--- src/rtl/regfile_pkg.sv ---
// Shared types and helpers for the register-file port controller.
// Holds the sequencer state encoding and the operand capture/bypass rule.
package regfile_pkg;

   localparam int RF_ADDR_WIDTH = 5;
   localparam int RF_DATA_WIDTH = 32;
   localparam logic [RF_ADDR_WIDTH-1:0] REG_ZERO = '0;

   typedef enum logic [2:0] {
      IDLE = 3'd0,
      ISS1 = 3'd1,
      CAP1 = 3'd2,
      ISS2 = 3'd3,
      CAP2 = 3'd4,
      RSP  = 3'd5
   } rfc_state_t;

   // x0 reads as zero; a same-cycle writeback wins over the stale SRAM word.
   function automatic logic [RF_DATA_WIDTH-1:0] rf_capture(
      input logic [RF_ADDR_WIDTH-1:0] r,
      input logic                     wv,
      input logic [RF_ADDR_WIDTH-1:0] wa,
      input logic [RF_DATA_WIDTH-1:0] wd,
      input logic [RF_DATA_WIDTH-1:0] rd
   );
      if (r == REG_ZERO)
         return '0;
      else if (wv && (wa == r))
         return wd;
      else
         return rd;
   endfunction

endpackage

--- src/rtl/regfile_port_ctrl.sv ---
// Sequences a two-operand read and a never-stalled writeback stream onto one
// single-port regfile SRAM, with x0 handling and writeback-to-operand bypass.
module regfile_port_ctrl
   import regfile_pkg::*;
#(
   parameter int ADDR_WIDTH = RF_ADDR_WIDTH,
   parameter int DATA_WIDTH = RF_DATA_WIDTH
) (
   input  logic                  clk,
   input  logic                  rst_n,
   input  logic                  req_valid,
   output logic                  req_ready,
   input  logic [ADDR_WIDTH-1:0] req_rs1,
   input  logic [ADDR_WIDTH-1:0] req_rs2,
   output logic                  rsp_valid,
   input  logic                  rsp_ready,
   output logic [DATA_WIDTH-1:0] rsp_rs1_data,
   output logic [DATA_WIDTH-1:0] rsp_rs2_data,
   input  logic                  wb_valid,
   input  logic [ADDR_WIDTH-1:0] wb_addr,
   input  logic [DATA_WIDTH-1:0] wb_data,
   output logic                  sram_we,
   output logic [ADDR_WIDTH-1:0] sram_addr,
   output logic [DATA_WIDTH-1:0] sram_din,
   input  logic [DATA_WIDTH-1:0] sram_dout
);

   rfc_state_t            state;
   logic [ADDR_WIDTH-1:0] r1, r2;
   logic [DATA_WIDTH-1:0] d1, d2;
   logic [DATA_WIDTH-1:0] cap1, cap2;
   logic                  hit1, hit2;

   // Writeback always owns the port; otherwise the address points at whichever
   // operand the sequencer is reading (r1 only from ISS1, r2 from CAP1/ISS2).
   assign sram_we   = rst_n && wb_valid && (wb_addr != ADDR_WIDTH'(0));
   assign sram_din  = wb_data;
   assign sram_addr = wb_valid ? wb_addr : ((state == ISS1) ? r1 : r2);

   assign cap1 = DATA_WIDTH'(rf_capture(RF_ADDR_WIDTH'(r1), wb_valid, RF_ADDR_WIDTH'(wb_addr),
                                        RF_DATA_WIDTH'(wb_data), RF_DATA_WIDTH'(sram_dout)));
   assign cap2 = DATA_WIDTH'(rf_capture(RF_ADDR_WIDTH'(r2), wb_valid, RF_ADDR_WIDTH'(wb_addr),
                                        RF_DATA_WIDTH'(wb_data), RF_DATA_WIDTH'(sram_dout)));

   // Writes landing after an operand is captured must patch the held copy.
   assign hit1 = wb_valid && (r1 != ADDR_WIDTH'(0)) && (wb_addr == r1);
   assign hit2 = wb_valid && (r2 != ADDR_WIDTH'(0)) && (wb_addr == r2);

   assign rsp_rs1_data = d1;
   assign rsp_rs2_data = d2;

   always_ff @(posedge clk or negedge rst_n) begin
      if (!rst_n) begin
         state     <= IDLE;
         r1        <= '0;
         r2        <= '0;
         d1        <= '0;
         d2        <= '0;
         rsp_valid <= 1'b0;
         req_ready <= 1'b1;
      end else begin
         case (state)
            IDLE: begin
               if (req_valid) begin
                  r1        <= req_rs1;
                  r2        <= req_rs2;
                  req_ready <= 1'b0;
                  state     <= ISS1;
               end
            end
            ISS1: begin
               if (!wb_valid) state <= CAP1;
            end
            CAP1: begin
               d1    <= cap1;
               state <= wb_valid ? ISS2 : CAP2;
            end
            ISS2: begin
               if (hit1) d1 <= wb_data;
               if (!wb_valid) state <= CAP2;
            end
            CAP2: begin
               if (hit1) d1 <= wb_data;
               d2        <= cap2;
               rsp_valid <= 1'b1;
               state     <= RSP;
            end
            RSP: begin
               // Writes in the handshake cycle are left to the next request.
               if (rsp_ready) begin
                  rsp_valid <= 1'b0;
                  req_ready <= 1'b1;
                  state     <= IDLE;
               end else begin
                  if (hit1) d1 <= wb_data;
                  if (hit2) d2 <= wb_data;
               end
            end
            default: begin
               rsp_valid <= 1'b0;
               req_ready <= 1'b1;
               state     <= IDLE;
            end
         endcase
      end
   end

endmodule

--- config.mk ---
export PLATFORM = sky130hd
export DESIGN_NAME = regfile_port_ctrl
export DESIGN_NICKNAME = d
export VERILOG_FILES = /design/src/rtl/regfile_pkg.sv /design/src/rtl/regfile_port_ctrl.sv
export SDC_FILE = /design/constraint.sdc
export NUM_CORES = 1
export LEC_CHECK = 0
export ABC_AREA = 0
export CORE_ASPECT_RATIO = 0.7
export CORE_MARGIN = 3
export CORE_UTILIZATION = 44
export CTS_BUF_LIST = sky130_fd_sc_hd__clkbuf_2
export CTS_CLUSTER_SIZE = 20
export DETAILED_ROUTE_END_ITERATION = 6
export PLACE_DENSITY = 0.83
export REMOVE_ABC_BUFFERS = 1
export SETUP_SLACK_MARGIN = 0.2
export SLEW_MARGIN = 15
export SYNTH_ARGS = -nofsm -noshare
export SYNTH_HDL_FRONTEND = slang
export SYNTH_SLANG_ARGS = --single-unit
--- constraint.sdc ---
create_clock -name clk -period 2.2 [get_ports clk]
set_clock_uncertainty 0.15 [all_clocks]
set_input_delay 0.22 -clock clk [delete_from_list [all_inputs] [get_ports clk]]
set_output_delay 0.22 -clock clk [all_outputs]
set_load 0.01 [all_outputs]
== Word level (Yosys, flattened, before mapping) ==
Index checks and enable logic that the tools add are counted.

* Register bits: 79
* Input bits: 84
* Output and inout bits: 104
* Logic and storage cells: 70

* Equality and inequality tests: 13
* Multiplexer cells: 23
* Bitwise logic cells: 2
* Reduce and logical (&&, ||, !) cells: 25

{| class="wikitable"
|+ Operators by type and width
! operator !! number
|-
| 2-to-1 mux 32 bit || 8
|-
| case mux 32 bit (3 select lines) || 1
|-
| case mux 32 bit (2 select lines) || 1
|-
| case mux 3 bit (6 select lines) || 1
|-
| 2-to-1 mux 3 bit || 5
|-
| nonzero test 5 bit || 3
|-
| inequality test 2 bit (second input constant) || 6
|-
| equality test 5 bit || 2
|-
| zero test 5 bit || 2
|-
| 2-to-1 mux 5 bit || 2
|-
| logical AND 1 bit || 8
|-
| OR reduction 4 bit || 2
|-
| equality test 3 x 2 -> 1 bit (second input constant) || 2
|-
| equality test 3 bit (second input constant) || 2
|-
| case mux 1 bit (3 select lines) || 2
|-
| AND reduction 2 bit || 3
|-
| AND reduction 3 bit || 2
|-
| AND reduction 4 bit || 1
|-
| equality test 3 x 1 -> 1 bit (second input constant) || 1
|-
| zero test 3 bit || 1
|-
| 2-to-1 mux 1 bit || 3
|-
| nonzero test 3 bit || 1
|-
| inverter 1 bit || 2
|-
| nonzero test 2 bit || 1
|-
| OR reduction 2 bit || 1
|}

== Longest topological paths before layout ==
Gate-level depths: netlist of the first run.

* Depth after elaboration: 6
* Depth in mapped cells: 7
* Gate-level depth less buffers: 5

== Least setup slack after synthesis of the first run ==
No wires, ideal clock.

* Kind: reg2reg
* Start: reg r2[1]
* End: reg d2[13] (netlist: rsp_rs2_data[13])
* Setup time: 0.131 ns
* Data arrival time: 1.576 ns
* Required time: 1.919 ns
* Slack: 0.342 ns
* Stages on the path, launching flop included: 7
* Path buffers: 1
* Clock period less this slack: 1.858 ns
* Cells stage by stage: dfrtp_1 > or4_4 > nor2_4 > o31ai_2 > buf_2 > o221ai_1 > o21ai_0

* Longest elaborated chain between the ends: 5
* Elaborated cells between the ends (all ways): 11
* Those cells by class: eq/ne: 2; mux: 3; reduce/logical: 6

{| class="wikitable"
|+ RTL lines
! element !! RTL line !! RTL
|-
| start, declared || regfile_port_ctrl.sv:29 || <nowiki>logic [ADDR_WIDTH-1:0] r1, r2;</nowiki>
|-
| start signal, assigned || regfile_port_ctrl.sv:66 || <nowiki>r2 <= req_rs2;</nowiki>
|-
| equality test 5 bit / nonzero test 5 bit (equally long branches) || regfile_pkg.sv:28, regfile_port_ctrl.sv:47 ||
|-
| logical AND 1 bit (on tied branches) || regfile_pkg.sv:28, regfile_port_ctrl.sv:47 ||
|-
| 2-to-1 mux 32 bit / logical AND 1 bit (equally long branches) || regfile_pkg.sv:28, regfile_port_ctrl.sv:47 ||
|-
| 2-to-1 mux 32 bit / inequality test 2 bit (equally long branches) || -- ||
|-
| case mux 32 bit (2 select lines) / AND reduction 3 bit (equally long branches) || -- ||
|-
| end signal, assigned || regfile_port_ctrl.sv:84 || <nowiki>d2 <= cap2;</nowiki>
|-
| end signal, assigned || regfile_port_ctrl.sv:96 || <nowiki>if (hit2) d2 <= wb_data;</nowiki>
|-
| end, declared || regfile_port_ctrl.sv:30 || <nowiki>logic [DATA_WIDTH-1:0] d1, d2;</nowiki>
|}

Several ways; a longest one is shown, not always the timed one.
A chain may end at the register's enable or synchronous reset.

== Worst setup path in the final report of the first run ==
* Start: reg state[2]
* End: out sram_addr[4]

* Longest elaborated chain between the ends: 3

{| class="wikitable"
|+ RTL lines
! element !! RTL line !! RTL
|-
| start, declared || regfile_port_ctrl.sv:28 || <nowiki>rfc_state_t state;</nowiki>
|-
| start signal, assigned || regfile_port_ctrl.sv:76 || <nowiki>state <= wb_valid ? ISS2 : CAP2;</nowiki>
|-
| equality test 3 x 1 -> 1 bit || regfile_port_ctrl.sv:38 || <nowiki>assign sram_addr = wb_valid ? wb_addr : ((state == ISS1) ? r1 : r2);</nowiki>
|-
| 2-to-1 mux 5 bit (2 in a row) || regfile_port_ctrl.sv:38 ||
|-
| end, declared || regfile_port_ctrl.sv:23 || <nowiki>output logic [ADDR_WIDTH-1:0] sram_addr,</nowiki>
|}

No other way between the ends.

==> summary by stage, run 1 <==
Placed design
The placed cell count is around 770. The half-perimeter wire length after detailed placement is 10,400 um. The count of input and output buffers is 187.

The instance area after placement is 6440 um^2. At the end of routability-driven placement, the weighted congestion stood at 0.890.

Power and ir drop
Sequential cells burn between 20% and 30% of the power. In this run, the clock network consumes 10.0% of the power. Net switching is 40.3% of the power.

The highest ir drop seen on vdd is approximately 0.00068 V. Cell internal power was estimated by the tool at ~0.0053 W. The power density normalized to cell area is between 1000 and 1500 nW/um^2. In this run, the combinational gates consume 60.5% of the power. The analysis attributes to cell leakage a power of 3.04 nW. The analysis attributes to net switching a power of 0.00360 W.

Yosys
The synthesized design contains 79 register bits. The area of the mapped netlist is 4480 um^2. Synthesis produced a netlist whose cell count is 486. After synthesis, the mean cell area works out to 9.22 um^2. The number of enable flip-flop cells after synthesis is 0. Of the synthesized area, sequential elements account for 44.1%. The count of different cell masters after synthesis is 42. The proportion of register bits with asynchronous set or reset after synthesis is 100%.

In the synthesized netlist the dominant register cell turns out to be sky130_fd_sc_hd__dfrtp_1. During synthesis, Yosys emitted a total of 0 warnings.

Global routing
The initial antenna violation count was 0. The first global-routing pass estimated between 20,000 and 25,000 um of wire. The via count of the first global-routing pass came to 4,619. The global-route congestion overflow total is 0. The overall track demand over capacity in global routing is 26.3%.

Entering global routing, the biggest net connects 47 pins.

Setup path
The critical path goes through nor3_2 -> buf_4 -> mux2i_1 -> o21ai_1 -> buf_2. The gate family responsible for the most delay along the worst path is flip-flops. The highest fanout seen on the critical path is 5. The slack of the worst reg-to-reg path is 0.01 ns. In this run the critical register-to-register path is launched from r2[1]$_DFFE_PN0P_. The startpoint of the most critical setup path is state[2]$_DFFE_PN0P_. By startpoint and endpoint, the worst setup path is classified as reg -> out. The element type at the critical path start is a register. STA classifies the critical path endpoint as a primary output.

For this run, the slowest stage of the critical path takes roughly 0.45 ns. The slowest stage of the critical path belongs to the cell sky130_fd_sc_hd__dfrtp_2. The data required time of the critical path is approximately 1.8 ns. At the worst endpoint, the arrival time is 1.83 ns. The number of buffers and inverters on the critical path is 2.

STA
The shortest period the worst path allows is 2.20 ns. The worst slew slack as a fraction of its limit is 60.4%. In the post-route analysis, the smallest setup slack over all paths is -0.00308 ns.

Setup repair after global routing could not meet its margin everywhere. Setup violations remaining at the end of the flow were counted as 1. The share of the clock period used by the worst path is 100%. Derived from the worst setup path, the maximum achievable clock frequency is around 0.45 GHz. The worst hold margin is 0.128 ns. The actual slew at the worst max-slew pin is slightly below 0.6 ns. The number of slew-limit violations in the final report was 0.

The final hold violation count is 0.

Run status
The checks that failed: setup timing. The run finished, with violations left.

Route
The routed design uses about 7500 um of met2 wire. The number of vias per cell after detailed routing is 5.62. After detailed routing, the number of remaining DRC violations is 0. For this block, the initial DRC count from the detailed router was 231. The number of detailed-route iterations in the first pass is 5. After detailed routing, the total wire length is 15,500 um. The number of vias in the routed layout is 4,535. In this run the remaining antenna-violating nets after routing total 0. The detailed router used layers up to and including met4. For this block, wires on met1 add up to 6540 um. After detailed routing, the average wire length per cell comes to 19.2 um.

The total length of routed met3 wires is 1210 um.

Clocking
The clock passes through at most 2 buffers. TritonCTS built the clock tree. The H-tree was split into 3 levels. The clock latency at the later pin of the worst-skew pair is roughly 0.53 ns. After clock tree synthesis, the clock-pin slew on the worst setup and hold paths is 0.20 ns. Clock tree synthesis inserted a total of 9 buffers. The TritonCTS sink count is 79.

The root buffer selected by CTS is sky130_fd_sc_hd__clkbuf_2.

Floorplan
The initialized floorplan defines 30 standard-cell rows. Once the floorplan was initialized, standard cells occupied 45.7% of the core. The floorplan step defined a die boundary enclosing 11,500 um^2. The number of top-level pins is ~190. From bottom edge to top edge, the die measures 90.4 um.

The die width is between 100 and 150 um. After floorplanning, the core was sized to cover between 9000 and 10,000 um^2.

Finish
After the flow finishes, the layout carries non-filler instances totaling 807. The number of filler instances in the final layout is approximately 700. In the final layout, flip-flops and latches occupy 1980 um^2. Relative to the synthesized area, the layout overhead comes to 59.5%. Cells with a size suffix above 1 make up between 10% and 20% of the layout. The top cell types in the final layout, fill and taps aside, are 176 x sky130_fd_sc_hd__clkdlybuf4s50_1, 76 x sky130_fd_sc_hd__dfrtp_1, 75 x sky130_fd_sc_hd__nand2_1, 61 x sky130_fd_sc_hd__o21ai_1, 35 x sky130_fd_sc_hd__inv_1.

The total inserted antenna cells is 0. The library cell used most frequently in the layout, excluding fill and tap cells, is sky130_fd_sc_hd__clkdlybuf4s50_1. The area of the multi-input gates is 2140 um^2. The area of all placed cells without fillers is between 7000 and 8000 um^2.

Cells fill between 70% and 80% of the core in the end. The number of nets in the final layout is roughly 760.

Min path
The classification of the worst-slack hold path is in -> reg. In this run the most critical hold path is launched from req_valid.

Run
The max-cap violation count is 0.
==> synthesized netlist by cell type (2+ instances only) <==
library cell,instances,share of area [%]
sky130_fd_sc_hd__dfrtp_1,78,44
sky130_fd_sc_hd__nand2_1,76,6.4
sky130_fd_sc_hd__o21ai_1,52,5.8
sky130_fd_sc_hd__inv_1,35,2.9
sky130_fd_sc_hd__buf_4,33,5.5
sky130_fd_sc_hd__nor2b_1,33,4.6
sky130_fd_sc_hd__o2bb2ai_1,33,6.4
sky130_fd_sc_hd__o221ai_1,31,6.1
sky130_fd_sc_hd__buf_2,21,2.3
sky130_fd_sc_hd__o21ai_0,18,2.0
sky130_fd_sc_hd__mux2_2,10,2.5
sky130_fd_sc_hd__clkbuf_1,9,0.75
sky130_fd_sc_hd__nor2_1,7,0.59
sky130_fd_sc_hd__mux2i_1,6,1.3
sky130_fd_sc_hd__xnor2_1,5,0.98
sky130_fd_sc_hd__xor2_1,5,0.98
sky130_fd_sc_hd__buf_6,3,0.75
sky130_fd_sc_hd__a21oi_1,2,0.22
sky130_fd_sc_hd__a2bb2oi_1,2,0.39
sky130_fd_sc_hd__a31oi_1,2,0.28
sky130_fd_sc_hd__nor3_1,2,0.22
sky130_fd_sc_hd__o22ai_1,2,0.28
sky130_fd_sc_hd__or3_1,2,0.28
==> area by class of cell <==
class                           count  area share (%)
Multi-Input combinational cell    305            29.9
Clock inverter                      6            1.21
Clock buffer                        9           0.630
Tap cell                          128            2.24
Timing Repair Buffer              244            36.4
Sequential cell                    79            27.7
Inverter                           36            1.89
==> worst min-delay path, stage by stage <==
cell and delay (ns):
sky130_fd_sc_hd__clkdlybuf4s50_1 0.42, sky130_fd_sc_hd__inv_1 0.09, sky130_fd_sc_hd__a2bb2oi_1 0.06
==> per-layer routing <==
layer | global-route usage [%] | vias up
met2 | 43.7 | 224
met4 | 6.70 | 0
li1 | - | 2063
met3 | 7.57 | 25
met1 | 33.7 | 2223
met5 | 0 | -
==> power by group through the flow <==
stage	registers (W)	logic [W]	clock network, W
global route	0.00271	0.00580	0.000956
floorplan	0.00288	0.00184	0
detailed placement	0.00266	0.00466	0
CTS	0.00260	0.00520	0.000900
finish	0.00263	0.00540	0.000895
global placement	0.00264	0.00453	0
==> cell families (layout without fill, tap and decap cells) <==
group,Yosys count,count (layout),share of synthesized area (%)
buf+inv,102,295,12.4
flops,79,79,44.1
mux,16,16,3.85
simple gates,128,128,13.9
xor+xnor,10,10,1.95
compound gates,151,151,23.8
==> path summary, 6_finish.rpt <==
| check | to | cells after the start |
|---|---|---|
| max in group asynchronous | r1[1]$_DFFE_PN0P_ | 4 |
| min | state[0]$_DFFE_PN0P_ | 3 |
| min in group asynchronous | rsp_rs2_data[10]$_DFFE_PN0P_ | 3 |
| min reg2reg | rsp_rs1_data[8]$_DFFE_PN0P_ | 2 |
| max reg2reg | rsp_rs2_data[27]$_DFFE_PN0P_ | 8 |
| max | sram_addr[4] | 5 |
==> per-stage QoR <==
step	total power (W)	setup TNS, ns	setup slack [ns]
after floorplan	0.00472	-46.96	-1.00
after global placement	0.00717	-2.50	-0.0918
after detailed placement	0.00732	-6.16	-0.153
after CTS	0.00871	0	0.0398
after global routing	0.00946	-1.46	-0.147
final	0.00892	-0.00308	-0.00308
==> sequential cells by signal, summed over array words and instances (netlist names) <==
name,count
rsp_rs1_data,32
state,3
rsp_rs2_data,32
rsp_valid,1
req_ready,1
r1,5
r2,5
==> timing repair <==
| item | CTS | global route |
|---|---|---|
| pin swaps | 5 | 6 |
| gates cloned | 7 | 3 |
| endpoints found under the hold margin | 33 | 0 |
| setup buffers | 15 | 1 |
| hold buffers | 1 | 0 |
| resized for setup | 69 | 22 |
| setup endpoints to repair | 38 | 72 |
Note: power is estimated with default switching activity, not from simulation.
==> inputs of run 2 (changes only) <==
--- a/config.mk
+++ b/config.mk
@@ -6,13 +6,15 @@
 export NUM_CORES = 1
 export LEC_CHECK = 0
 export ABC_AREA = 0
+export CELL_PAD_IN_SITES_DETAIL_PLACEMENT = 1
+export CELL_PAD_IN_SITES_GLOBAL_PLACEMENT = 1
 export CORE_ASPECT_RATIO = 0.7
 export CORE_MARGIN = 3
-export CORE_UTILIZATION = 44
-export CTS_BUF_LIST = sky130_fd_sc_hd__clkbuf_2
+export CORE_UTILIZATION = 31
+export CTS_BUF_LIST = sky130_fd_sc_hd__clkbuf_16
 export CTS_CLUSTER_SIZE = 20
 export DETAILED_ROUTE_END_ITERATION = 6
-export PLACE_DENSITY = 0.83
+export PLACE_DENSITY = 0.81
 export REMOVE_ABC_BUFFERS = 1
 export SETUP_SLACK_MARGIN = 0.2
 export SLEW_MARGIN = 15
==> summary by stage, run 2 (synthesis gave the netlist of run 1 again) <==
Placed design
Prior to clock tree synthesis, the placed netlist has a worst setup slack of -0.298 ns. The placed cell count is slightly above 800. Detailed placement ended at an HPWL of ~12,000 um. The count of input and output buffers is 187. The global placer's final weighted congestion is between 0.8 and 0.9.

Setup path
The largest individual stage delay along the critical path comes from the cell sky130_fd_sc_hd__or4_4. The startpoint of the most critical setup path is r2[2]$_DFFE_PN0P_. The launch point of the worst reg-to-reg path is r2[2]$_DFFE_PN0P_. The delay of the slowest cell on the worst path is 0.58 ns. The worst setup path is of the reg -> reg kind. Traced cell by cell, the critical path runs through or4_4 -> nor2_4 -> o31ai_4 -> buf_12 -> clkbuf_16 -> o221ai_4 -> o21ai_1. The highest fanout seen on the critical path is 5. The worst register-to-register path ends at rsp_rs2_data[31]$_DFFE_PN0P_. STA classifies the critical path startpoint as a register.

The worst reg2reg path depth is 7. The data required time of the critical path is 2.27 ns. Data arrives at the worst endpoint at around 2.2 ns. The type of element capturing the critical path is a register. The slack of the worst reg-to-reg path is 0.11 ns.

Route
The count of antenna-violating nets left after detailed routing is 0. The first detailed-routing pass ran for 4 iterations. The number of vias per cell after detailed routing is 5.13. The mean routed wirelength per cell is 20.8 um. The final layout contains routed wiring with a total length of approximately 18,000 um.

Summing over every cut layer, the via total after detailed routing is approximately 4,400. After the first detailed-routing iteration, the DRC count stood at around 130. For this run, design rule violations remaining after detail routing come to 0.

STA
The share of the clock period used by the worst path is 95.1%. For the finished layout, the period the worst path requires is 2.09 ns. The worst pin sits at a relative slew slack of 69.7%.

The final hold violation count is 0. Static timing analysis puts the maximum clock frequency at 0.478 GHz. For the pin with the worst max-slew slack, the measured transition is 0.455 ns. The number of slew-limit violations in the final report is 0.

Setup repair after global routing could not meet its margin everywhere. Setup violations remaining at the end of the flow were counted as 0. The worst path meets setup with 0.107 ns of slack.

Floorplan
The die width is 150 um. The floorplan step defined a core boundary enclosing approximately 14,000 um^2. The effective utilization at floorplan is 32.0%.

The floorplan row count is 36. The number of top-level pins is around 190. The floorplan die area is around 16,000 um^2. The die height is 107 um.

Global routing
The via count of the first global-routing pass was around 4,800. Entering global routing, the biggest net connects 80 pins. Across every metal layer, demand over resource in global routing totals between 20% and 30%. The initial antenna violation count is 0. The total overflow left after global routing is 0. The first-pass GRT wire length is 26,700 um.

Clocking
The TritonCTS clock tree is built. The maximum clock insertion buffer count is 2. Clock-pin slew was measured on the worst setup and hold paths at approximately 0.07 ns.

The root buffer selected by CTS is sky130_fd_sc_hd__clkbuf_16. The TritonCTS sink count is 79. The clock latency at the later pin of the worst-skew pair is 0.33 ns.

In this run, CTS created clock tree buffers numbering 9. The H-tree depth reported by CTS is 3.

Run status
The run finished with clean final reports.

Power and ir drop
The proportion of power drawn by flip-flops and latches is ~28%. Summed over all nets, the switching power comes to 0.00391 W. The internal portion of the total power is between 0.005 and 0.006 W.

The share of total power consumed by net switching is 40.3%. Summed over all cells, the static leakage comes to approximately 3.0 nW. For this design the ratio of total power to cell area is 1310 nW/um^2. The clock network accounts for 15.6% of the total power.

Combinational cells account for between 50% and 60% of the total power. VDD sags by at most 0.000601 V.

Finish
The number of nets in the final layout is 750. In the final layout, the multi-input gates occupy 2340 um^2. The final instance count without filler cells is 861. The area growth from synthesis to layout is 65.2%. The most common library cell in the layout ignoring fill and taps is sky130_fd_sc_hd__clkdlybuf4s50_1. In the layout the commonest cells are 177 x sky130_fd_sc_hd__clkdlybuf4s50_1, 77 x sky130_fd_sc_hd__dfrtp_1, 75 x sky130_fd_sc_hd__nand2_1, 64 x sky130_fd_sc_hd__o21ai_1, 35 x sky130_fd_sc_hd__inv_1. The number of filler instances in the final layout is 1,525. The total inserted antenna cells is 0. In the final layout, the share of cells above drive strength 1 is 21.6%. In the final layout, flip-flops and latches occupy roughly 2000 um^2.

Min path
The path class of the tightest hold or removal check is in -> async.

Run
Max-cap violations in this run came to 0.
## run 2: worst max-delay path by stage
stage,to,depth (start not counted)
after detailed placement,rsp_rs2_data[19]$_DFFE_PN0P_,8
after global routing,rsp_rs2_data[26]$_DFFE_PN0P_,7
after CTS,rsp_rs2_data[28]$_DFFE_PN0P_,7
after global placement,rsp_rs2_data[31]$_DFFE_PN0P_,8
final,rsp_rs2_data[31]$_DFFE_PN0P_,7
after floorplan,rsp_rs1_data[16]$_DFFE_PN0P_,5
## run 2: power by group through the flow
stage | logic (W) | clock network, W | registers [W]
CTS | 0.00505 | 0.00155 | 0.00267
floorplan | 0.00184 | 0 | 0.00288
global route | 0.00596 | 0.00160 | 0.00277
global placement | 0.00465 | 0 | 0.00264
finish | 0.00551 | 0.00151 | 0.00268
detailed placement | 0.00487 | 0 | 0.00269
## run 2: through the flow
step / total power (W) / util, % / setup TNS [ns] / cell area (um^2) / hold WS, ns
2_1_floorplan: 0.00472 / - / -46.96 / 4060 / -0.226
3_3_place_gp: 0.00730 / 46.6 / -6.68 / 6530 / 0.174
3_5_place_dp: 0.00756 / 46.6 / -12.48 / 6530 / 0.187
4_1_cts: 0.00927 / 49.8 / 0 / 6970 / 0.344
5_1_grt: 0.0103 / 52.9 / 0 / 7410 / 0.350
6_report: 0.00970 / 52.9 / 0 / 7410 / 0.337
## run 2: routing by layer
layer / up-vias / track usage, % / routed length (um)
met5: - / 0 / 0
met4: 0 / 3.66 / 144
met3: 14 / 5.62 / 1040
met2: 125 / 35.6 / 8950
met1: 2240 / 28.1 / 7800
li1: 2038 / - / -
## run 2: repair_timing
action	4_1_cts	5_1_grt
pin swaps	2	24
resized for setup	41	72
hold buffers	1	0
cloned	1	4
setup buffers	5	7
endpoints found under the hold margin	78	0
endpoints found under the setup margin	61	79
## run 2: final cells by class
cell class | instances | area share [%]
multi-input cells | 305 | 31.5
clock inverters | 7 | 0.997
well taps | 190 | 3.21
clock buffers | 9 | 3.04
flip-flops and latches | 79 | 26.7
inverters | 36 | 1.82
repair buffers | 235 | 32.7
## run 2: worst max-delay path, delay by kind of cell, from the launching register on
kind                   cells  cell delay (ns)
AND/OR/NAND/NOR            2             0.76
AO/OA/AOI/OAI              3             0.33
buffers and inverters      2             0.31
flip-flops                 1             0.42
==> inputs of run 3 (changes only) <==
--- a/config.mk
+++ b/config.mk
@@ -6,6 +6,7 @@
 export NUM_CORES = 1
 export LEC_CHECK = 0
 export ABC_AREA = 0
+export CAP_MARGIN = 10
 export CELL_PAD_IN_SITES_DETAIL_PLACEMENT = 1
 export CELL_PAD_IN_SITES_GLOBAL_PLACEMENT = 1
 export CORE_ASPECT_RATIO = 0.7
==> results of run 3 <==
Same layout as run 2: the final DEF is identical, and so are final timing and power.
